<file path="src/rtl/mem_cmd_pkg.sv">
// Shared types and constants for the byte-stream memory command initiator.
package mem_cmd_pkg;

  // Command opcodes carried in the first byte of every command.
  localparam logic [7:0] OP_WRITE = 8'hA5;
  localparam logic [7:0] OP_READ  = 8'h5A;

  // Controller states.
  typedef enum logic [2:0] {
    IDLE,
    GET_ADDR,
    GET_DATA,
    WRITE,
    READ,
    WAIT_VALID,
    SEND
  } state_e;

  // True for the two opcodes the controller understands.
  function automatic logic is_opcode(input logic [7:0] b);
    return (b == OP_WRITE) || (b == OP_READ);
  endfunction

endpackage

</file>
<file path="src/rtl/mem_cmd_ctrl.sv">
// Byte-stream command initiator: assembles write/read commands from UART RX
// bytes, strobes the word-wide memory port, and streams read words back to
// UART TX most-significant byte first.
module mem_cmd_ctrl
  import mem_cmd_pkg::*;
#(
  parameter  int unsigned DATA_WIDTH = 32,
  parameter  int unsigned MEM_DEPTH  = 64,
  parameter  int unsigned RD_TIMEOUT = 4,
  localparam int unsigned ADDR_WIDTH = $clog2(MEM_DEPTH)
) (
  input  logic                  clk,
  input  logic                  rst,
  // UART RX byte stream
  input  logic [7:0]            rx_data,
  input  logic                  rx_valid,
  output logic                  rx_ready,
  // UART TX byte stream
  output logic [7:0]            tx_data,
  output logic                  tx_valid,
  input  logic                  tx_ready,
  // Memory port
  output logic                  write_En,
  output logic                  read_En,
  output logic [ADDR_WIDTH-1:0] Address,
  output logic [DATA_WIDTH-1:0] Data_in,
  input  logic [DATA_WIDTH-1:0] Data_out,
  input  logic                  Valid_out,
  // Status
  output logic                  busy,
  output logic                  cmd_err
);

  localparam int unsigned NBYTES = DATA_WIDTH / 8;
  localparam int unsigned CNT_W  = $clog2(NBYTES + 1);
  localparam int unsigned TO_W   = $clog2(RD_TIMEOUT + 1);

  localparam logic [CNT_W-1:0] LAST_BYTE = CNT_W'(NBYTES - 1);
  localparam logic [TO_W-1:0]  LAST_WAIT = TO_W'(RD_TIMEOUT - 1);

  state_e                state_q;
  logic                  is_write_q;
  logic [ADDR_WIDTH-1:0] addr_q;
  logic [DATA_WIDTH-1:0] data_in_q;
  logic [DATA_WIDTH-1:0] tx_shift_q;
  // One byte counter serves both the RX assembler and the TX serializer.
  logic [CNT_W-1:0]      cnt_q;
  logic [TO_W-1:0]       to_cnt_q;
  logic                  rx_ready_q;
  logic                  tx_valid_q;
  logic                  write_en_q;
  logic                  read_en_q;
  logic                  cmd_err_q;

  logic rx_fire;
  logic tx_fire;

  assign rx_fire = rx_valid && rx_ready_q;
  assign tx_fire = tx_valid_q && tx_ready;

  // Command FSM with all handshake and strobe outputs registered alongside the state.
  always_ff @(posedge clk) begin
    if (rst) begin
      state_q    <= IDLE;
      is_write_q <= 1'b0;
      addr_q     <= '0;
      data_in_q  <= '0;
      tx_shift_q <= '0;
      cnt_q      <= '0;
      to_cnt_q   <= '0;
      rx_ready_q <= 1'b1;
      tx_valid_q <= 1'b0;
      write_en_q <= 1'b0;
      read_en_q  <= 1'b0;
      cmd_err_q  <= 1'b0;
    end else begin
      // Strobes and the error flag are single-cycle pulses.
      write_en_q <= 1'b0;
      read_en_q  <= 1'b0;
      cmd_err_q  <= 1'b0;

      unique case (state_q)
        IDLE: begin
          if (rx_fire) begin
            if (is_opcode(rx_data)) begin
              is_write_q <= (rx_data == OP_WRITE);
              state_q    <= GET_ADDR;
            end else begin
              cmd_err_q <= 1'b1;
            end
          end
        end

        GET_ADDR: begin
          if (rx_fire) begin
            // Upper address bits beyond the memory depth are dropped.
            addr_q <= rx_data[ADDR_WIDTH-1:0];
            if (is_write_q) begin
              cnt_q   <= '0;
              state_q <= GET_DATA;
            end else begin
              rx_ready_q <= 1'b0;
              read_en_q  <= 1'b1;
              state_q    <= READ;
            end
          end
        end

        GET_DATA: begin
          if (rx_fire) begin
            data_in_q <= {data_in_q[DATA_WIDTH-9:0], rx_data};
            cnt_q     <= cnt_q + CNT_W'(1);
            if (cnt_q == LAST_BYTE) begin
              rx_ready_q <= 1'b0;
              write_en_q <= 1'b1;
              state_q    <= WRITE;
            end
          end
        end

        WRITE: begin
          rx_ready_q <= 1'b1;
          state_q    <= IDLE;
        end

        READ: begin
          to_cnt_q <= '0;
          state_q  <= WAIT_VALID;
        end

        WAIT_VALID: begin
          if (Valid_out) begin
            tx_shift_q <= Data_out;
            cnt_q      <= '0;
            tx_valid_q <= 1'b1;
            state_q    <= SEND;
          end else if (to_cnt_q == LAST_WAIT) begin
            // Memory never answered: give up and report it.
            cmd_err_q  <= 1'b1;
            rx_ready_q <= 1'b1;
            state_q    <= IDLE;
          end else begin
            to_cnt_q <= to_cnt_q + TO_W'(1);
          end
        end

        SEND: begin
          if (tx_fire) begin
            tx_shift_q <= tx_shift_q << 8;
            cnt_q      <= cnt_q + CNT_W'(1);
            if (cnt_q == LAST_BYTE) begin
              tx_valid_q <= 1'b0;
              rx_ready_q <= 1'b1;
              state_q    <= IDLE;
            end
          end
        end

        default: begin
          tx_valid_q <= 1'b0;
          rx_ready_q <= 1'b1;
          state_q    <= IDLE;
        end
      endcase
    end
  end

  assign rx_ready = rx_ready_q;
  assign tx_valid = tx_valid_q;
  assign tx_data  = tx_shift_q[DATA_WIDTH-1 -: 8];
  assign write_En = write_en_q;
  assign read_En  = read_en_q;
  assign Address  = addr_q;
  assign Data_in  = data_in_q;
  assign cmd_err  = cmd_err_q;
  assign busy     = (state_q != IDLE);

endmodule

</file>
<file path="config.mk">
export PLATFORM = sky130hd
export DESIGN_NAME = mem_cmd_ctrl
export DESIGN_NICKNAME = d
export VERILOG_FILES = /design/src/rtl/mem_cmd_pkg.sv /design/src/rtl/mem_cmd_ctrl.sv
export SDC_FILE = /design/constraint.sdc
export NUM_CORES = 1
export LEC_CHECK = 0
export ABC_AREA = 1
export CORE_MARGIN = 3
export CORE_UTILIZATION = 50
export CTS_CLUSTER_DIAMETER = 80
export DETAILED_ROUTE_END_ITERATION = 8
export GPL_ROUTABILITY_DRIVEN = 0
export PLACE_DENSITY = 0.82
export SLEW_MARGIN = 30
export SYNTH_ARGS = -nofsm -noshare
export SYNTH_HDL_FRONTEND = slang
export SYNTH_SLANG_ARGS = --single-unit
</file>
<file path="constraint.sdc">
create_clock -name clk -period 2.2 [get_ports clk]
set_input_delay 0.22 -clock clk [delete_from_list [all_inputs] [get_ports clk]]
set_output_delay 0.22 -clock clk [all_outputs]
set_load 0.005 [all_outputs]
</file>
* Word level (Yosys, flattened, before mapping)
Index checks and enable logic that the tools add are counted.
** Storage, ports and cells
- Input port bits :: 45
- Bits in registers :: 85
- Output and inout bits :: 52
** Cells by class
- Reductions and logical operators :: 21
- Equality and inequality tests :: 24
- Bitwise gates (word level) :: 5
- Add/subtract/negate cells :: 2
- Muxes and demuxes :: 42
** Operators by type and width (number)
- $mux 32 :: 2
- $pmux 32 s2 :: 1
- $mux 3 :: 17
- $ne 2x2->1 const B :: 13
- $pmux 3 s6 :: 1
- $mux 1 :: 16
- $eq 3x2->1 const B :: 4
- $pmux 3 s4 :: 1
- $eq 3x3->1 const B :: 3
- $reduce_and 3->1 :: 3
- $reduce_and 9->1 :: 1
- $eq 8x7->1 const B :: 1
- $eq 8x8->1 const B :: 1
- $reduce_and 8->1 :: 1
- $add 3x1->3 const B :: 2
- $pmux 3 s2 :: 1
- $reduce_and 6->1 :: 1
- $reduce_or 3->1 :: 2
- $not 1->1 :: 5
- $pmux 1 s5 :: 1
- $reduce_or 5->1 :: 1
- $reduce_and 2->1 :: 2
- $reduce_and 4->1 :: 1
- $reduce_bool 2->1 :: 2
- 10 further kinds :: 11

* Depth between registers and ports, before layout
- Depth in word-level cells :: 5
- Depth in mapped cells :: 9

* Least setup slack after synthesis
Ideal clock, no wire load.
- Kind :: register -> register
- From :: reg state_q[2]
- To :: reg tx_shift_q[20]
- Stages on the path, launching flop included :: 10
- Period minus slack after synthesis :: 1330 ps
- Slack :: 870 ps
- Data required time :: 2081 ps
- Data arrival time :: 1211 ps
- Cell sequence :: dfxtp_1 > buf_4 > inv_2 > nor2_4 > nand2_2 > o21ai_4 > inv_2 > buf_2 > o21ai_1 > a21oi_1
** On the way
- Word-level cells in the longest chain between the ends :: 3
- Elaborated cells between the ends (all ways) :: 7
- Classes of those cells :: eq/ne: 4; mux: 1; reduce/logical: 2
** RTL lines
- start: declaration :: RTL line mem_cmd_ctrl.sv:41 : state_e state_q;
- start signal: assignment :: RTL line mem_cmd_ctrl.sv:64 : state_q <= IDLE;
- start signal: assignment :: RTL line mem_cmd_ctrl.sv:87 : state_q <= GET_ADDR;
- start signal: assignment :: RTL line mem_cmd_ctrl.sv:100 : state_q <= GET_DATA;
- $eq 3x3->1 :: RTL line mem_cmd_ctrl.sv:82 : unique case (state_q)
- $ne 2x2->1 (no line) / $reduce_bool 2->1 (equally long branches)
- $reduce_and 3->1 (no line)
- end signal: assignment :: RTL line mem_cmd_ctrl.sv:133 : tx_shift_q <= Data_out;
- end signal: assignment :: RTL line mem_cmd_ctrl.sv:149 : tx_shift_q <= tx_shift_q << 8;
- end: declaration :: RTL line mem_cmd_ctrl.sv:45 : logic [DATA_WIDTH-1:0] tx_shift_q;
Parallel ways exist; a longest one is shown, timed or not.
A chain may end at the register's enable or synchronous reset.

* Worst setup path after layout
- From :: reg state_q[0]
- To :: reg data_in_q[5], in the netlist Data_in[5]
** On the way
- Word-level cells in the longest chain between the ends :: 2
** RTL lines
- $eq 3x2->1 :: RTL line mem_cmd_ctrl.sv:82
- $reduce_and 2->1 (no line)
- end signal: assignment :: RTL line mem_cmd_ctrl.sv:111 : data_in_q <= {data_in_q[DATA_WIDTH-9:0], rx_data};
- end: declaration :: RTL line mem_cmd_ctrl.sv:44 : logic [DATA_WIDTH-1:0] data_in_q;
Every way passes these cells.

==> results.toml <==
[sta]
slew_headroom_pct = 54.6
fin_ws_ps = 299
timing.final.crit_period_ps = 1900
hold_viol_final = 0
finalCritPeriodShare_pct = 86.4
tightest_slew_ps = 677
fmax_mhz = 526
hold_ws_ps = 441
setup-tns-final_ps = 0
finClkSkew_ps = 5.88
slew_violations = 0
rsz0062_at_grt = "false"
finalSetupViolCount = 0

[drt]
routed-via-count = 3553
drt_iter0_markers = 194
drc = 0
viasPerCell = 5.20
wl_per_cell_um = 12.8
dr.pass1.iters = 6
ant_nets = 0
wirelength_um = 8750

[die]
fp.dieH_um = 92.1
num_io_pins = 97
die_area_mm2 = 0.00849
start_util_pct = 53.1
die_w_um = 92.1
rows = 30
core_mm2 = 0.00698

[worst_setup_path]
startpoint_type = "flop"
crit_path_end_kind = "flop"
critPathArrivalTime_ps = 2120
crit_type = "flop to flop"
reg2reg_depth = 7
cp.required_ps = 2420
cp_max_fo = 28

[placement]
dp_hpwl_um = 6250
preCtsSetupSlack_ps = 116
numPortBuffers = 96
placed_cell_area_mm2 = 0.00467

[yosys]
avgSynthCellArea_um2 = 7.39
syn_nets = 551
ys_seq_area_share_pct = 45.9
synth_most_common_cell = "nor2_1"
synth_edf_count = 0
synth_flop_cell = "dfxtp_1"
ys_ff_latch = 85
synth_commonest_cells = "nor2_1, dfxtp_1, nand2_1"
syn_inst = 502
synth_top_area_share_pct = 45.9
synth_top_cell_by_area = "dfxtp_1"
synth_cell_types = 27
synth_area_mm2 = 0.00371
synthTopCellsByArea = "dfxtp_1, nor2_1, nand2_1"
yosys_warnings = 0
async_flop_share_pct = 0

[status]
status = "finished, final reports clean"

[global_routing]
antenna_found_initial = 0
grt_pass1_vias = 3252
grtUsageTotal_pct = 21.0
grt_max_degree = 71
grt_remaining_overflow = 0
grt_pass1_wl_um = 14700

[finish]
final_area_mm2 = 0.00487
finish.utilization_pct = 69.8
fin_nets = 631
num-fill-cells = 578
drive_gt1_share_pct = 7.33
n_antenna_cell = 0
area_delta_synth_final_pct = 31.4

[cts]
hold_buffers = 0
clkTransAtPathRegs_ps = 90
cts_root_buffer = "clkbuf_8"
ctsResizeCount = 0
h-tree-depth = 3
cts_buffers = 9
post_cts_buffers = 0
clk_latency_ps = 350
cts_tree = "built"
ctsLongestPathBuffers = 2
cts.sinks = 85

[power_and_ir_drop]
power_density_mw_per_mm2 = 734
power.leakage_uw = 0.00203
ir_drop_mv = 0.453

[job]
drv_cap = 0

[min_path]
hold_path.class = "input pin to flop"
hold_depth = 3
path summary, 6_finish.rpt:
| kind | slack, ps | endpoint | from |
|---|---|---|---|
| max reg2reg | 300 | Data_in[5] | state_q[0] |
| max | 300 | Data_in[5] | state_q[0] |
| min reg2reg | 460 | to_cnt_q[2] | to_cnt_q[2] |
| min | 440 | tx_shift_q[2] | Data_out[2] |
through the flow:
step,total power (uW),std cells
final,3580,683
after global routing,3760,683
after CTS,3600,683
after global placement,2460,667
after floorplan,2180,502
after detailed placement,2490,667
sequential cells by signal, indices dropped and copies added (netlist names):
name and flops:
state_q 3, Data_in 32, to_cnt_q 3, cnt_q 3, Address 6, tx_shift_q 32
tx_valid 1, rx_ready 1, is_write_q 1, write_En 1, cmd_err 1, read_En 1
report_power, final:
part           switching (uW)  internal [uW]  total, uW
Combinational             450            334        784
Clock                     562            559       1120
Sequential               57.9           1620       1680
Total                    1070           2510       3580
per-layer routing:
metal	share of wire, %	wire, um	vias up	global-route usage, %
li1	-	-	1801	-
met1	43	3800	1615	26.6
met2	49	4270	124	35.3
met3	6.4	557	13	3.77
met4	1.4	122	0	8.04
met5	0	0	-	0
cell usage in the layout (no fill, tap or decap), types with 5 or more instances in the layout:
cell type / count
nor2_1: 95
dfxtp_1: 85
a21oi_1: 27
o21ai_0: 51
buf_4: 10
inv_2: 5
clkbuf_8: 10
o211a_1: 16
inv_1: 23
nand2_1: 78
nand3_1: 58
clkdlybuf4s50_1: 96
worst max-delay path, cell delays in order (launching register included):
cell and delay [ps]:
dfxtp_1 410, inv_2 80, nand2_2 90, inv_2 40, nand2_1 80, clkinv_1 540
o21ai_0 470, a21oi_1 70
kinds of logic (layout without fill, tap and decap cells):
family | after synthesis | in the layout | share of synthesized area [%]
buffers and inverters | 67 | 152 | 8.67
AO/OA/AOI/OAI | 99 | 99 | 15.8
adder cells (fa/ha/maj) | 4 | 4 | 1.35
flip-flops | 85 | 85 | 45.9
AND/OR/NAND/NOR | 247 | 247 | 28.3
area by class of cell:
type                            count  area (um^2)  area share [%]
Tap cell                           96          120            2.46
Sequential cell                    85         1700            34.9
Timing Repair Buffer              107         1060            21.7
Inverter                           29          109            2.23
Multi-Input combinational cell    350         1690            34.6
Clock buffer                       11          141            2.90
Clock inverter                      5         60.1            1.23
Note: power is estimated with default switching activity, not from simulation.
